[config.mk]
export PLATFORM = sky130hd
export DESIGN_NAME = wishbone_arbiter_2m
export DESIGN_NICKNAME = d
export VERILOG_FILES = /design/src/rtl/wishbone_arbiter_2m_pkg.sv /design/src/rtl/wb_arb_watchdog.sv /design/src/rtl/wishbone_arbiter_2m.sv
export SDC_FILE = /design/constraint.sdc
export NUM_CORES = 1
export LEC_CHECK = 0
export BUFFER_PORTS_ARGS = -buffer_cell sky130_fd_sc_hd__buf_2
export CAP_MARGIN = 15
export CORE_AREA = 2 2 124 126
export CTS_CLUSTER_SIZE = 20
export DETAILED_ROUTE_END_ITERATION = 8
export DIE_AREA = 0 0 126 128
export GPL_ROUTABILITY_DRIVEN = 1
export PLACE_DENSITY_LB_ADDON = 0.12
export REMOVE_ABC_BUFFERS = 1
export SKIP_LAST_GASP = 1
export SLEW_MARGIN = 20
export SYNTH_ARGS = -nofsm -noshare
export SYNTH_HDL_FRONTEND = slang
export SYNTH_SLANG_ARGS = --single-unit
[constraint.sdc]
create_clock -name clk -period 2.7 [get_ports clk]
set_input_delay 0.135 -clock clk [delete_from_list [all_inputs] [get_ports clk]]
set_output_delay 0.135 -clock clk [all_outputs]
set_load 0.05 [all_outputs]
[src/rtl/wishbone_arbiter_2m_pkg.sv]
// Shared definitions for the two-master Wishbone arbiter.
// Holds the bus-state codes, the grant-state encodings and the default
// read data returned on a watchdog-forced completion.
package wishbone_arbiter_2m_pkg;

  // Bus activity codes.
  localparam logic WB_IDLE = 1'b0;
  localparam logic WB_BUSY = 1'b1;

  // Grant-state encodings; chosen one-hot so the state doubles as gnt_o.
  localparam logic [1:0] ARB_IDLE = 2'b00;
  localparam logic [1:0] ARB_GNT0 = 2'b01;
  localparam logic [1:0] ARB_GNT1 = 2'b10;

  typedef enum logic [1:0] {
    StIdle = ARB_IDLE,
    StGnt0 = ARB_GNT0,
    StGnt1 = ARB_GNT1
  } arb_state_e;

  localparam logic [31:0] WB_TIMEOUT_DATA = 32'h0000_0000;

endpackage

[src/rtl/wb_arb_watchdog.sv]
// Transfer watchdog for the Wishbone arbiter.
// Counts strobed cycles without an ack; at the limit it forces a one-cycle
// completion and then latches timed_out until the grant changes.
// Ports:
//   clk, rst   clock, async active-high reset
//   clear      grant state is changing this edge
//   stb        slave strobe as driven by the arbiter
//   ack        slave ack
//   force_ack  forced completion this cycle (also the timeout pulse)
//   timed_out  transfer was forced; keeps the slave side quiet
module wb_arb_watchdog #(
  parameter int unsigned TIMEOUT = 256
) (
  input  logic clk,
  input  logic rst,
  input  logic clear,
  input  logic stb,
  input  logic ack,
  output logic force_ack,
  output logic timed_out
);

  generate
    if (TIMEOUT == 0) begin : g_off
      logic unused_wd;
      assign unused_wd = ^{clk, rst, clear, stb, ack};
      assign force_ack = 1'b0;
      assign timed_out = 1'b0;
    end else begin : g_on
      localparam int unsigned CW = $clog2(TIMEOUT + 1);
      localparam logic [CW-1:0] LIMIT = CW'(TIMEOUT - 1);
      localparam logic [CW-1:0] SAT   = CW'(TIMEOUT);

      logic [CW-1:0] cnt_q, cnt_d;
      logic          timed_out_q, timed_out_d;

      always_comb begin
        // A real ack in the limit cycle wins over the forced one.
        force_ack   = stb & ~ack & (cnt_q == LIMIT);
        cnt_d       = cnt_q;
        timed_out_d = timed_out_q;
        if (clear || ack) begin
          cnt_d = '0;
        end else if (stb && (cnt_q != SAT)) begin
          cnt_d = cnt_q + 1'b1;
        end
        if (clear) begin
          timed_out_d = 1'b0;
        end else if (force_ack) begin
          timed_out_d = 1'b1;
        end
      end

      always_ff @(posedge clk or posedge rst) begin
        if (rst) begin
          cnt_q       <= '0;
          timed_out_q <= 1'b0;
        end else begin
          cnt_q       <= cnt_d;
          timed_out_q <= timed_out_d;
        end
      end

      assign timed_out = timed_out_q;
    end
  endgenerate

endmodule

[src/rtl/wishbone_arbiter_2m.sv]
// Two-master, one-slave Wishbone B3 classic arbiter.
// m0 is the CPU data bus, m1 the instruction bus; the slave port feeds the
// SoC interconnect. A grant is held for the whole cyc; a watchdog completes
// hung transfers so the CPU stall releases.
// Ports:
//   clk, rst          clock, async active-high reset
//   mX_*_i / mX_*_o   master X Wishbone port (X = 0, 1)
//   s_*_o / s_*_i     slave Wishbone port
//   gnt_o             one-hot current grant, 00 = idle
//   timeout_o         one-cycle pulse on a forced completion
module wishbone_arbiter_2m
  import wishbone_arbiter_2m_pkg::*;
#(
  parameter int unsigned    AW           = 32,
  parameter int unsigned    DW           = 32,
  parameter int unsigned    RR           = 1,
  parameter int unsigned    TIMEOUT      = 256,
  parameter logic [DW-1:0]  TIMEOUT_DATA = DW'(WB_TIMEOUT_DATA)
) (
  input  logic          clk,
  input  logic          rst,

  input  logic [AW-1:0] m0_addr_i,
  input  logic [DW-1:0] m0_data_i,
  output logic [DW-1:0] m0_data_o,
  input  logic          m0_we_i,
  input  logic [3:0]    m0_sel_i,
  input  logic          m0_stb_i,
  input  logic          m0_cyc_i,
  output logic          m0_ack_o,

  input  logic [AW-1:0] m1_addr_i,
  input  logic [DW-1:0] m1_data_i,
  output logic [DW-1:0] m1_data_o,
  input  logic          m1_we_i,
  input  logic [3:0]    m1_sel_i,
  input  logic          m1_stb_i,
  input  logic          m1_cyc_i,
  output logic          m1_ack_o,

  output logic [AW-1:0] s_addr_o,
  output logic [DW-1:0] s_data_o,
  input  logic [DW-1:0] s_data_i,
  output logic          s_we_o,
  output logic [3:0]    s_sel_o,
  output logic          s_stb_o,
  output logic          s_cyc_o,
  input  logic          s_ack_i,

  output logic [1:0]    gnt_o,
  output logic          timeout_o
);

  arb_state_e state_q, state_d;
  logic       last_gnt_q, last_gnt_d;  // 1 = m1 held the last grant
  logic       force_ack, timed_out;

  // Next-state: arbitration from idle, direct handover on release.
  always_comb begin
    state_d    = state_q;
    last_gnt_d = last_gnt_q;
    unique case (state_q)
      StIdle: begin
        if (m0_cyc_i && m1_cyc_i) begin
          if ((RR != 0) && !last_gnt_q) state_d = StGnt1;
          else                          state_d = StGnt0;
        end else if (m0_cyc_i) begin
          state_d = StGnt0;
        end else if (m1_cyc_i) begin
          state_d = StGnt1;
        end
      end
      StGnt0: begin
        if (!m0_cyc_i) state_d = m1_cyc_i ? StGnt1 : StIdle;
      end
      StGnt1: begin
        if (!m1_cyc_i) state_d = m0_cyc_i ? StGnt0 : StIdle;
      end
      default: state_d = StIdle;
    endcase
    if (state_d != state_q) begin
      if (state_d == StGnt0) last_gnt_d = 1'b0;
      if (state_d == StGnt1) last_gnt_d = 1'b1;
    end
  end

  always_ff @(posedge clk or posedge rst) begin
    if (rst) begin
      state_q    <= StIdle;
      last_gnt_q <= 1'b1;
    end else begin
      state_q    <= state_d;
      last_gnt_q <= last_gnt_d;
    end
  end

  wb_arb_watchdog #(
    .TIMEOUT (TIMEOUT)
  ) u_watchdog (
    .clk       (clk),
    .rst       (rst),
    .clear     (state_d != state_q),
    .stb       (s_stb_o),
    .ack       (s_ack_i),
    .force_ack (force_ack),
    .timed_out (timed_out)
  );

  // Slave-side routing; cyc/stb drop combinationally on abort or timeout.
  always_comb begin
    s_addr_o = '0;
    s_data_o = '0;
    s_we_o   = 1'b0;
    s_sel_o  = '0;
    s_stb_o  = 1'b0;
    s_cyc_o  = 1'b0;
    unique case (state_q)
      StGnt0: begin
        s_addr_o = m0_addr_i;
        s_data_o = m0_data_i;
        s_we_o   = m0_we_i;
        s_sel_o  = m0_sel_i;
        s_cyc_o  = m0_cyc_i & ~timed_out;
        s_stb_o  = m0_stb_i & m0_cyc_i & ~timed_out;
      end
      StGnt1: begin
        s_addr_o = m1_addr_i;
        s_data_o = m1_data_i;
        s_we_o   = m1_we_i;
        s_sel_o  = m1_sel_i;
        s_cyc_o  = m1_cyc_i & ~timed_out;
        s_stb_o  = m1_stb_i & m1_cyc_i & ~timed_out;
      end
      default: ;
    endcase
  end

  // Master-side return path; kept apart from the slave side since force_ack
  // is derived from s_stb_o.
  always_comb begin
    m0_ack_o  = 1'b0;
    m0_data_o = '0;
    m1_ack_o  = 1'b0;
    m1_data_o = '0;
    unique case (state_q)
      StGnt0: begin
        m0_ack_o  = (s_ack_i & m0_cyc_i & ~timed_out) | force_ack;
        m0_data_o = force_ack ? TIMEOUT_DATA : s_data_i;
      end
      StGnt1: begin
        m1_ack_o  = (s_ack_i & m1_cyc_i & ~timed_out) | force_ack;
        m1_data_o = force_ack ? TIMEOUT_DATA : s_data_i;
      end
      default: ;
    endcase
  end

  assign gnt_o     = state_q;
  assign timeout_o = force_ack;

endmodule

==> summary.txt, run 1 <==
Final GP Congestion = 0.819
Yosys warnings = 0
Top FF cell, synth = dfrtp_1
CP bufs+invs = 2
Share of cells above drive strength 1 = 52.1%
First-pass GRT wire length = 18300 um
Mapped Area = 0.00248 mm^2
Sequential-to-total area share from yosys stat = 13.2%
Setup crit end kind = primary output
# DRC = 0
Unrepaired setup endpoints after global routing = true
Worst Hold Class = input port to register
Crit-path max cell delay = 0.41 ns
Io pins = 317
Pin count of the biggest net entering global routing = 70
Clock slew at reported path FFs = 0.05 ns
Tcrit/Tclk final = 94.7%
Most frequent CP cell = ha_1
Crit Path Category = register to primary output
Vias per cell = 4.45
Total congestion overflow = 0
CTS Root Cell = clkbuf_16
Core Region = 0.0149 mm^2
Routed Antenna Nets = 0
H-tree Lvls = 1
N_diodes = 0
CTS Buffer Depth = 2
Wire length per cell = 15.6 um
Max-cap viol count = 0
Final setup fails = 0
Synth async-reset ratio = 100%
Core Util, Final = 29.4%
Synth cell types = 41
Iteration-0 DRC Markers = 145
Final Skew = 0.00102 ns
TritonCTS clock tree = done
Setup Buffers After CTS = 0
Final wirelength = 13000 um
DRT Pass-1 Iters = 4
Fin area = 0.00436 mm^2
Placed inst area = 0.00423 mm^2
Post-synth EDFFs = 0
Area delta synth->final = 75.9%
Vias in the first global route = 3281
Number of cell rows = 45
Grt met1 use = 18.4%
Static Leak = 2.34 nW
# clock sinks = 13
Initial antenna violation count = 1
DP HPWL = 10700 um
IO Port Bufs = 316
Max-slew headroom = 63.3%
Leading area contributor after synthesis = a22oi_1
Clk_lat worst skew = 0.24 ns
Family with the most delay on the worst path = simple AND/OR/NAND/NOR gates
Crit path DAT = 2.42 ns
Max stage delay cell, worst path = dfrtp_1
Cells after Synth = 354
Commonest non-fill, non-tap cell in the layout = buf_2
Startpoint Class = register
Yosys top cell area share = 20.9%
Status = complete, no violations
Initial core utilization = 16.7%
Most frequent cells in the layout = buf_2, nor2b_1, a22oi_1
Most used routing layer = met2
Die span in x = 126 um
Crit-path max FO = 32
Die area = 0.0161 mm^2
Critical Path, Cell by Cell = ha_1 -> nand2_1 -> nor2_1 -> and3_1 -> ha_1 -> and3b_2 -> nor2b_1 -> buf_6 -> and2_1 -> buf_2
Pwr dens = 1290 mW/mm^2
Met2 Track Usage GR = 25.4%
TNS Setup = 0 ns
Peak supply drop = 0.516 mV
Worst hold slack = 0.408 ns
CP required = 2.57 ns
Mean Syn Cell Area = 7.01 um^2
Post-layout net count = 835
Clock period minus worst slack = 2.56 ns
Slew Viols, Final = 0
Top cells by area, synth = a22oi_1, nor2b_1, and2_1, dfrtp_1, ha_1
Gr usage total = 14.0%
Global Route met3 Usage = 1.67%
Final Hold Viols = 0
Via Count = 3723
Achievable Freq = 391 MHz
Cts bufs inserted = 3
Synth Register Bits = 13
Slew @ Worst Pin = 0.550 ns
Die Y = 128 um
Pwr Total = 5.61 mW
## layer usage
| layer | part of all wire (%) | vias to the layer above |
|---|---|---|
| met3 | 5.7 | 8 |
| met5 | 0.10 | - |
| met4 | 0.61 | 2 |
| met1 | 41 | 1759 |
| met2 | 53 | 129 |
| li1 | - | 1825 |
## metrics by stage
step / setup slack, ns / std cells
floorplan: -2.53 / 320
global placement: 0.299 / 832
detailed placement: 0.289 / 832
CTS: 0.0776 / 837
global route: -0.0110 / 837
finish: 0.144 / 837
## flip-flops by register name, summed over array words and instances, names as in the netlist
name / flops
u_watchdog.timed_out: 1
gnt_o: 2
u_watchdog.g_on.cnt_q: 9
last_gnt_q: 1
## cell families (layout without fill, tap and decap cells)
family | Yosys count | count (layout) | share of synthesized area (%)
simple gates | 194 | 194 | 46.1
compound gates | 88 | 88 | 26.4
buf+inv | 43 | 338 | 7.36
flops | 13 | 13 | 13.2
fa+ha+maj | 8 | 8 | 4.03
xor+xnor | 7 | 7 | 2.47
mux | 1 | 1 | 0.454
## what timing repair did
action | 4_1_cts | 5_1_grt
hold buffers | 1 | 0
resized for setup | 0 | 16
endpoints found under the setup margin | 0 | 64
endpoints found under the hold margin | 12 | 0
## cell usage after synthesis, types with 2 or more instances
cell type / instances
and2_1: 66
nand3b_1: 3
buf_1: 8
inv_1: 7
nand4_1: 3
dfrtp_1: 12
nor4b_1: 2
clkbuf_1: 21
nor2b_1: 73
a21oi_1: 6
nand3_1: 8
xor2_1: 6
ha_1: 8
o22ai_1: 2
buf_6: 2
nor2_1: 17
nand2_1: 13
a22oi_1: 69
buf_2: 2
and3_1: 3
o21ai_0: 2
inv_2: 2
## power breakdown
| group | switching (mW) | internal, mW | leakage, nW |
|---|---|---|---|
| combinational | 3.65 | 1.41 | 2.13 |
| sequential | 0.0454 | 0.229 | 0.173 |
| clock | 0.0864 | 0.200 | 0.0382 |
## worst paths after layout
kind                                                      start                                    to  slack, ns  cells past startpoint
setup / recovery           u_watchdog.g_on.cnt_q[1]$_DFFE_PP0P_                         m0_data_o[30]       0.14                     10
hold / removal                                         m0_cyc_i                    gnt_o[1]$_DFF_PP0_       0.41                      5
setup reg to reg                             gnt_o[0]$_DFF_PP0_  u_watchdog.g_on.cnt_q[8]$_DFFE_PP0P_       0.25                      7
hold reg to reg            u_watchdog.g_on.cnt_q[7]$_DFFE_PP0P_  u_watchdog.g_on.cnt_q[7]$_DFFE_PP0P_       0.57                      2
max in group asynchronous                                   rst                    gnt_o[1]$_DFF_PP0_       1.86                      3
min in group asynchronous                                   rst  u_watchdog.g_on.cnt_q[3]$_DFFE_PP0P_       0.47                      3
## cell type report
type	count	area [um^2]
Timing Repair Buffer	325	1700
Sequential cell	13	329
Tap cell	188	235
Fill cell	1693	10500
Inverter	9	33.8
Multi-Input combinational cell	298	1990
Clock buffer	4	78.8
## worst min-delay path: stages
cell,delay [ns]
buf_2,0.17
nand2_1,0.10
nand2_1,0.05
nand2_1,0.06
a21oi_1,0.08
Power figures use the tool's default switching activity.
==> inputs of run 2 (changes only) <==
--- a/config.mk
+++ b/config.mk
@@ -5,12 +5,14 @@
 export SDC_FILE = /design/constraint.sdc
 export NUM_CORES = 1
 export LEC_CHECK = 0
+export ABC_AREA = 1
 export BUFFER_PORTS_ARGS = -buffer_cell sky130_fd_sc_hd__buf_2
 export CAP_MARGIN = 15
-export CORE_AREA = 2 2 124 126
+export CORE_AREA = 2 2 122 124
+export CTS_BUF_LIST = sky130_fd_sc_hd__clkbuf_8
 export CTS_CLUSTER_SIZE = 20
 export DETAILED_ROUTE_END_ITERATION = 8
-export DIE_AREA = 0 0 126 128
+export DIE_AREA = 0 0 124 126
 export GPL_ROUTABILITY_DRIVEN = 1
 export PLACE_DENSITY_LB_ADDON = 0.12
 export REMOVE_ABC_BUFFERS = 1
==> run 2 against run 1 <==
Effect of this change:
- count of clock-buffer cells in the layout shrank 1
- sequential share of layout area up 0.22 points
- global-route usage increased by 0.97 points
- setup slack improved by 0.041 ns
- maximum frequency increased by 1.6%
- hold slack worse by 0.13 ns
- clock power decreased by 37%
- combinational power decreased by 14%
- largest power group unchanged
- core utilization barely moved
- critical endpoint is now s_addr_o[13]
==> summary.txt, run 2 <==
Status = complete, no violations
Sequential-to-total area share from yosys stat = 13.4%
Leading area contributor after synthesis = nand2_1
CTS Root Cell = clkbuf_8
Vias per cell = 4.33
Slew Viols, Final = 0
Die Y = 126 um
Fin area = 0.00421 mm^2
Max reg flops = 9
Final GP Congestion = 0.905
Static Leak = 2.48 nW
Mapped Area = 0.00243 mm^2
Synth top cells by count = nand2_1, a21oi_1, nor3_1
CTS Buffer Depth = 2
Post-synth EDFFs = 0
IO Port Bufs = 316
Cells after Synth = 465
# clock sinks = 13
Post-layout net count = 944
Core Region = 0.0143 mm^2
Routed Antenna Nets = 0
Core Util, Final = 29.4%
Worst hold endpoint = u_watchdog.timed_out$_DFFE_PP0P_
Final setup fails = 0
Hold path cells = 4
N_diodes = 0
Total congestion overflow = 0
Die span in x = 124 um
Worst Hold Class = input port to register
Worst R2R Start = gnt_o[0]$_DFF_PP0_
Initial antenna violation count = 0
FF-to-FF setup slack = 0.42 ns
Peak supply drop = 0.393 mV
Share of cells above drive strength 1 = 44.7%
First-pass GRT wire length = 18600 um
Startpoint Class = register
Max-cap viol count = 0
# DRC = 0
Worst R2R Path Depth = 12
Crit Path Category = register to primary output
Final Skew = 0.00632 ns
Yosys warnings = 0
Most common cell in the netlist = nand2_1
Top cells by area, synth = nand2_1, a21oi_1, nor3_1, dfrtp_1, inv_1
Yosys top cell area share = 26.2%
TritonCTS clock tree = done
Mean Syn Cell Area = 5.23 um^2
Area delta synth->final = 72.9%
Clk_lat worst skew = 0.25 ns
Commonest non-fill, non-tap cell in the layout = buf_2
FF-to-FF End = u_watchdog.g_on.cnt_q[1]$_DFFE_PP0P_
Max-slew headroom = 57.2%
Crit-path max FO = 69
Clock slew at reported path FFs = 0.07 ns
Reg with most FFs = u_watchdog.g_on.cnt_q
DRT Pass-1 Iters = 4
Tcrit/Tclk final = 93.2%
Pwr dens = 1130 mW/mm^2
Synth Register Bits = 13
Synth async-reset ratio = 100%
Hold path start = s_ack_i
Number of cell rows = 44
Wire length per cell = 13.9 um
Top FF cell, synth = dfrtp_1
Most frequent cells in the layout = buf_2, nand2_1, a21oi_1
H-tree Lvls = 1
Cts bufs inserted = 3
Crit path DAT = 2.38 ns
Via Count = 4083
Gr usage total = 15.0%
Pin count of the biggest net entering global routing = 70
Iteration-0 DRC Markers = 189
Setup crit end kind = primary output
TNS Setup = 0 ns
Slew @ Worst Pin = 0.641 ns
Unrepaired setup endpoints after global routing = true
Initial core utilization = 17.0%
Die area = 0.0156 mm^2
Clock period minus worst slack = 2.52 ns
CP required = 2.57 ns
Vias in the first global route = 3562
Final wirelength = 13100 um
Achievable Freq = 398 MHz
Final Hold Viols = 0
Synth cell types = 24
Io pins = 317
Placed inst area = 0.00414 mm^2
Fillers = 1662
DP HPWL = 10500 um
run 2: what timing repair did:
action,4_1_cts,5_1_grt
hold endpoints to repair,12,0
hold buffers,1,0
pin swaps,0,1
setup buffers,0,1
endpoints found under the setup margin,1,66
gates cloned,0,0
gates resized for setup,1,2
run 2: layout make-up:
class	count	area [um^2]	share of cell area (%)
clock buffers	3	41.3	0.982
multi-input cells	361	1710	40.7
inverters	55	208	4.94
clock inverters	1	3.75	0.0892
well taps	184	230	5.47
repair buffers	325	1680	40.0
flip-flops and latches	13	327	7.76
run 2: worst max-delay path: stages, from the launching register on:
cell	delay, ns
dfrtp_1	0.47
inv_1	0.17
ha_2	0.27
buf_8	0.36
nand2_1	0.09
a21oi_1	0.38
buf_2	0.36
run 2: worst max path at each step:
stage                  startpoint             to  cells past startpoint
6_report       gnt_o[0]$_DFF_PP0_   s_addr_o[13]                      6
3_5_place_dp   gnt_o[0]$_DFF_PP0_   s_addr_o[13]                      6
4_1_cts        gnt_o[0]$_DFF_PP0_   m0_data_o[7]                     11
5_1_grt        gnt_o[0]$_DFF_PP0_  m1_data_o[30]                     11
3_3_place_gp   gnt_o[0]$_DFF_PP0_   s_addr_o[13]                      6
2_1_floorplan  gnt_o[1]$_DFF_PP0_   m0_data_o[0]                      7
run 2: report_power, final:
group | internal [mW] | switching (mW)
clock | 0.101 | 0.0799
combinational | 0.914 | 3.41
sequential | 0.219 | 0.0305
run 2: cells by family (layout without fill, tap and decap cells):
family,Yosys count,after routing,synth area share [%]
AO/OA/AOI/OAI,77,77,16.5
buffers and inverters,91,384,16.4
XOR/XNOR,7,7,2.52
flip-flops,13,13,13.4
adder cells (fa/ha/maj),8,8,4.12
AND/OR/NAND/NOR,269,269,47.1
run 2: metal layers:
metal / track usage [%] / part of all wire, % / vias up
met5: 0 / 0 / -
met4: 3.17 / 1.9 / 0
met3: 3.62 / 11 / 16
met2: 27.5 / 49 / 187
met1: 17.3 / 39 / 1809
li1: - / - / 2071
run 2: stage by stage:
stage	cells	hold slack (ns)	worst slack (ns)	power, mW
floorplan	429	0.0112	-2.35	3.42
global placement	936	0.218	0.241	4.57
detailed placement	936	0.228	0.227	4.59
CTS	941	0.280	0.0566	4.79
global route	942	0.319	-0.0125	5.05
finish	942	0.273	0.185	4.75
==> inputs of run 3 (changes only) <==
--- a/config.mk
+++ b/config.mk
@@ -5,14 +5,14 @@
 export SDC_FILE = /design/constraint.sdc
 export NUM_CORES = 1
 export LEC_CHECK = 0
-export ABC_AREA = 1
+export ABC_AREA = 0
 export BUFFER_PORTS_ARGS = -buffer_cell sky130_fd_sc_hd__buf_2
 export CAP_MARGIN = 15
-export CORE_AREA = 2 2 122 124
+export CORE_AREA = 2 2 124 126
 export CTS_BUF_LIST = sky130_fd_sc_hd__clkbuf_8
 export CTS_CLUSTER_SIZE = 20
 export DETAILED_ROUTE_END_ITERATION = 8
-export DIE_AREA = 0 0 124 126
+export DIE_AREA = 0 0 126 128
 export GPL_ROUTABILITY_DRIVEN = 1
 export PLACE_DENSITY_LB_ADDON = 0.12
 export REMOVE_ABC_BUFFERS = 1
==> run 3 against run 2 <==
Effect of this change:
- sequential power increased by 10%
- combinational power is 17% higher
- total power increased by 16%
- critical path depth is 4 higher
- global-route usage shrank 1.0 points
- clock skew fell by 0.0023 ns
- maximum frequency down 1.8%
- final area is 3.4% higher
- non-clock buffer count is the same
- core utilization is 0.14 points lower
- routed wire length decreased by 1.2%
- count of clock-buffer cells in the layout is the same
- critical endpoint is now m0_data_o[30]
- highest routed layer is now met5
==> summary.txt, run 3 (same netlist as run 1, synthesis figures left out) <==
Slew Viols, Final = 0
Io pins = 317
# clock sinks = 13
Number of cell rows = 45
Final worst setup slack = 0.138 ns
Slew @ Worst Pin = 0.547 ns
Achievable Freq = 390 MHz
Final GP Congestion = 0.819
Cts bufs inserted = 3
Setup crit end kind = primary output
Clock slew at reported path FFs = 0.06 ns
Final Skew = 0.00405 ns
DRT Pass-1 Iters = 4
Iteration-0 DRC Markers = 187
Die span in x = 126 um
TNS Setup = 0 ns
Core Region = 0.0149 mm^2
Vias per cell = 4.46
Worst hold slack = 0.399 ns
Clk_lat worst skew = 0.25 ns
Die area = 0.0161 mm^2
Final Hold Viols = 0
# DRC = 0
DP Worst Slack = 0.289 ns
Routed Antenna Nets = 0
CTS Root Cell = clkbuf_8
Wire length per cell = 15.5 um
Share of cells above drive strength 1 = 52.1%
Total congestion overflow = 0
Clock period minus worst slack = 2.56 ns
Die Y = 128 um
Fillers = 1696
Vias in the first global route = 3270
Crit path DAT = 2.43 ns
Crit Path Category = register to primary output
Tcrit/Tclk final = 94.9%
Crit-path max FO = 32
Startpoint Class = register
Area delta synth->final = 75.2%
Unrepaired setup endpoints after global routing = true
Peak supply drop = 0.466 mV
Static Leak = 2.33 nW
CP required = 2.57 ns
First-pass GRT wire length = 18300 um
Uppermost layer routed = met5
TritonCTS clock tree = done
Most frequent cells in the layout = buf_2, nor2b_1, a22oi_1
DR WL met2 = 6860 um
Reg with most FFs = u_watchdog.g_on.cnt_q
Max-slew headroom = 63.5%
Pin count of the biggest net entering global routing = 70
Status = complete, no violations
Max-cap viol count = 0
Max reg flops = 9
WL met3 = 762 um
Final setup fails = 0
Final wirelength = 13000 um
Wl on met1 = 5260 um
Gr usage total = 13.9%
Via Count = 3730
Worst Hold Class = input port to register
Initial antenna violation count = 1
Initial core utilization = 16.7%
Pwr dens = 1270 mW/mm^2
H-tree Lvls = 1
Post-layout net count = 835
IO Port Bufs = 316
DP HPWL = 10700 um
CTS Buffer Depth = 2
Setup Buffers After CTS = 0
N_diodes = 0
Commonest non-fill, non-tap cell in the layout = buf_2
[run 3: cell count changes in the layout (fill, tap and decap cells not counted), sizes merged, moves of 17 or more]
cell    delta
a21oi     -68
a22oi     +69
and2      +66
buf       -17
clkbuf    +17
inv       -44
nand2    -158
nor2b     +73
nor3      -64
[run 3: final timing paths]
kind,start,endpoint,slack (ns),cells past startpoint
min in group asynchronous,rst,u_watchdog.g_on.cnt_q[6]$_DFFE_PP0P_,0.46,3
worst min-delay path,m0_cyc_i,gnt_o[1]$_DFF_PP0_,0.40,5
max in group asynchronous,rst,gnt_o[1]$_DFF_PP0_,1.87,3
worst min register to register,u_watchdog.g_on.cnt_q[7]$_DFFE_PP0P_,u_watchdog.g_on.cnt_q[7]$_DFFE_PP0P_,0.57,2
worst max register to register,gnt_o[0]$_DFF_PP0_,u_watchdog.g_on.cnt_q[8]$_DFFE_PP0P_,0.26,7
worst max-delay path,u_watchdog.g_on.cnt_q[1]$_DFFE_PP0P_,m0_data_o[30],0.14,10
[run 3: layout make-up]
cell class / instances / area (um^2) / share of cell area [%]
clock buffers: 3 / 41.3 / 0.950
clock inverters: 1 / 3.75 / 0.0863
repair buffers: 325 / 1720 / 39.5
well taps: 188 / 235 / 5.41
flip-flops and latches: 13 / 329 / 7.57
inverters: 9 / 33.8 / 0.777
multi-input cells: 298 / 1990 / 45.7
[run 3: routing by layer]
| metal | up-vias | global-route usage [%] |
|---|---|---|
| met5 | - | 0 |
| met4 | 2 | 1.36 |
| met1 | 1757 | 18.3 |
| met2 | 141 | 25.3 |
| li1 | 1824 | - |
| met3 | 6 | 1.67 |
[run 3: stage by stage]
step	total power, mW	area, um^2	utilization, %	instances
after CTS	5.50	4280	28.8	837
final	5.51	4350	29.3	837
after floorplan	4.06	2330	-	320
after detailed placement	5.32	4230	28.5	832
after global routing	5.83	4350	29.3	837
after global placement	5.32	4230	28.5	832
[run 3: repair_timing]
item	CTS	global route
hold buffers	1	0
endpoints found under the hold margin	12	0
gates resized for setup	0	23
endpoints found under the setup margin	0	64
[run 3: where the power goes]
group          internal, mW  switching [mW]  leakage (nW)
Clock                 0.101          0.0727        0.0269
Combinational          1.42            3.64          2.13
Sequential            0.229          0.0457         0.173
[run 3: critical path: stages, from the launching register on]
cell and delay [ns]:
dfrtp_1 0.42, ha_1 0.24, nand2_1 0.08, nor2_1 0.06, and3_1 0.18, ha_1 0.17
and3b_2 0.25, nor2b_1 0.15, buf_6 0.23, and2_1 0.15, buf_2 0.25
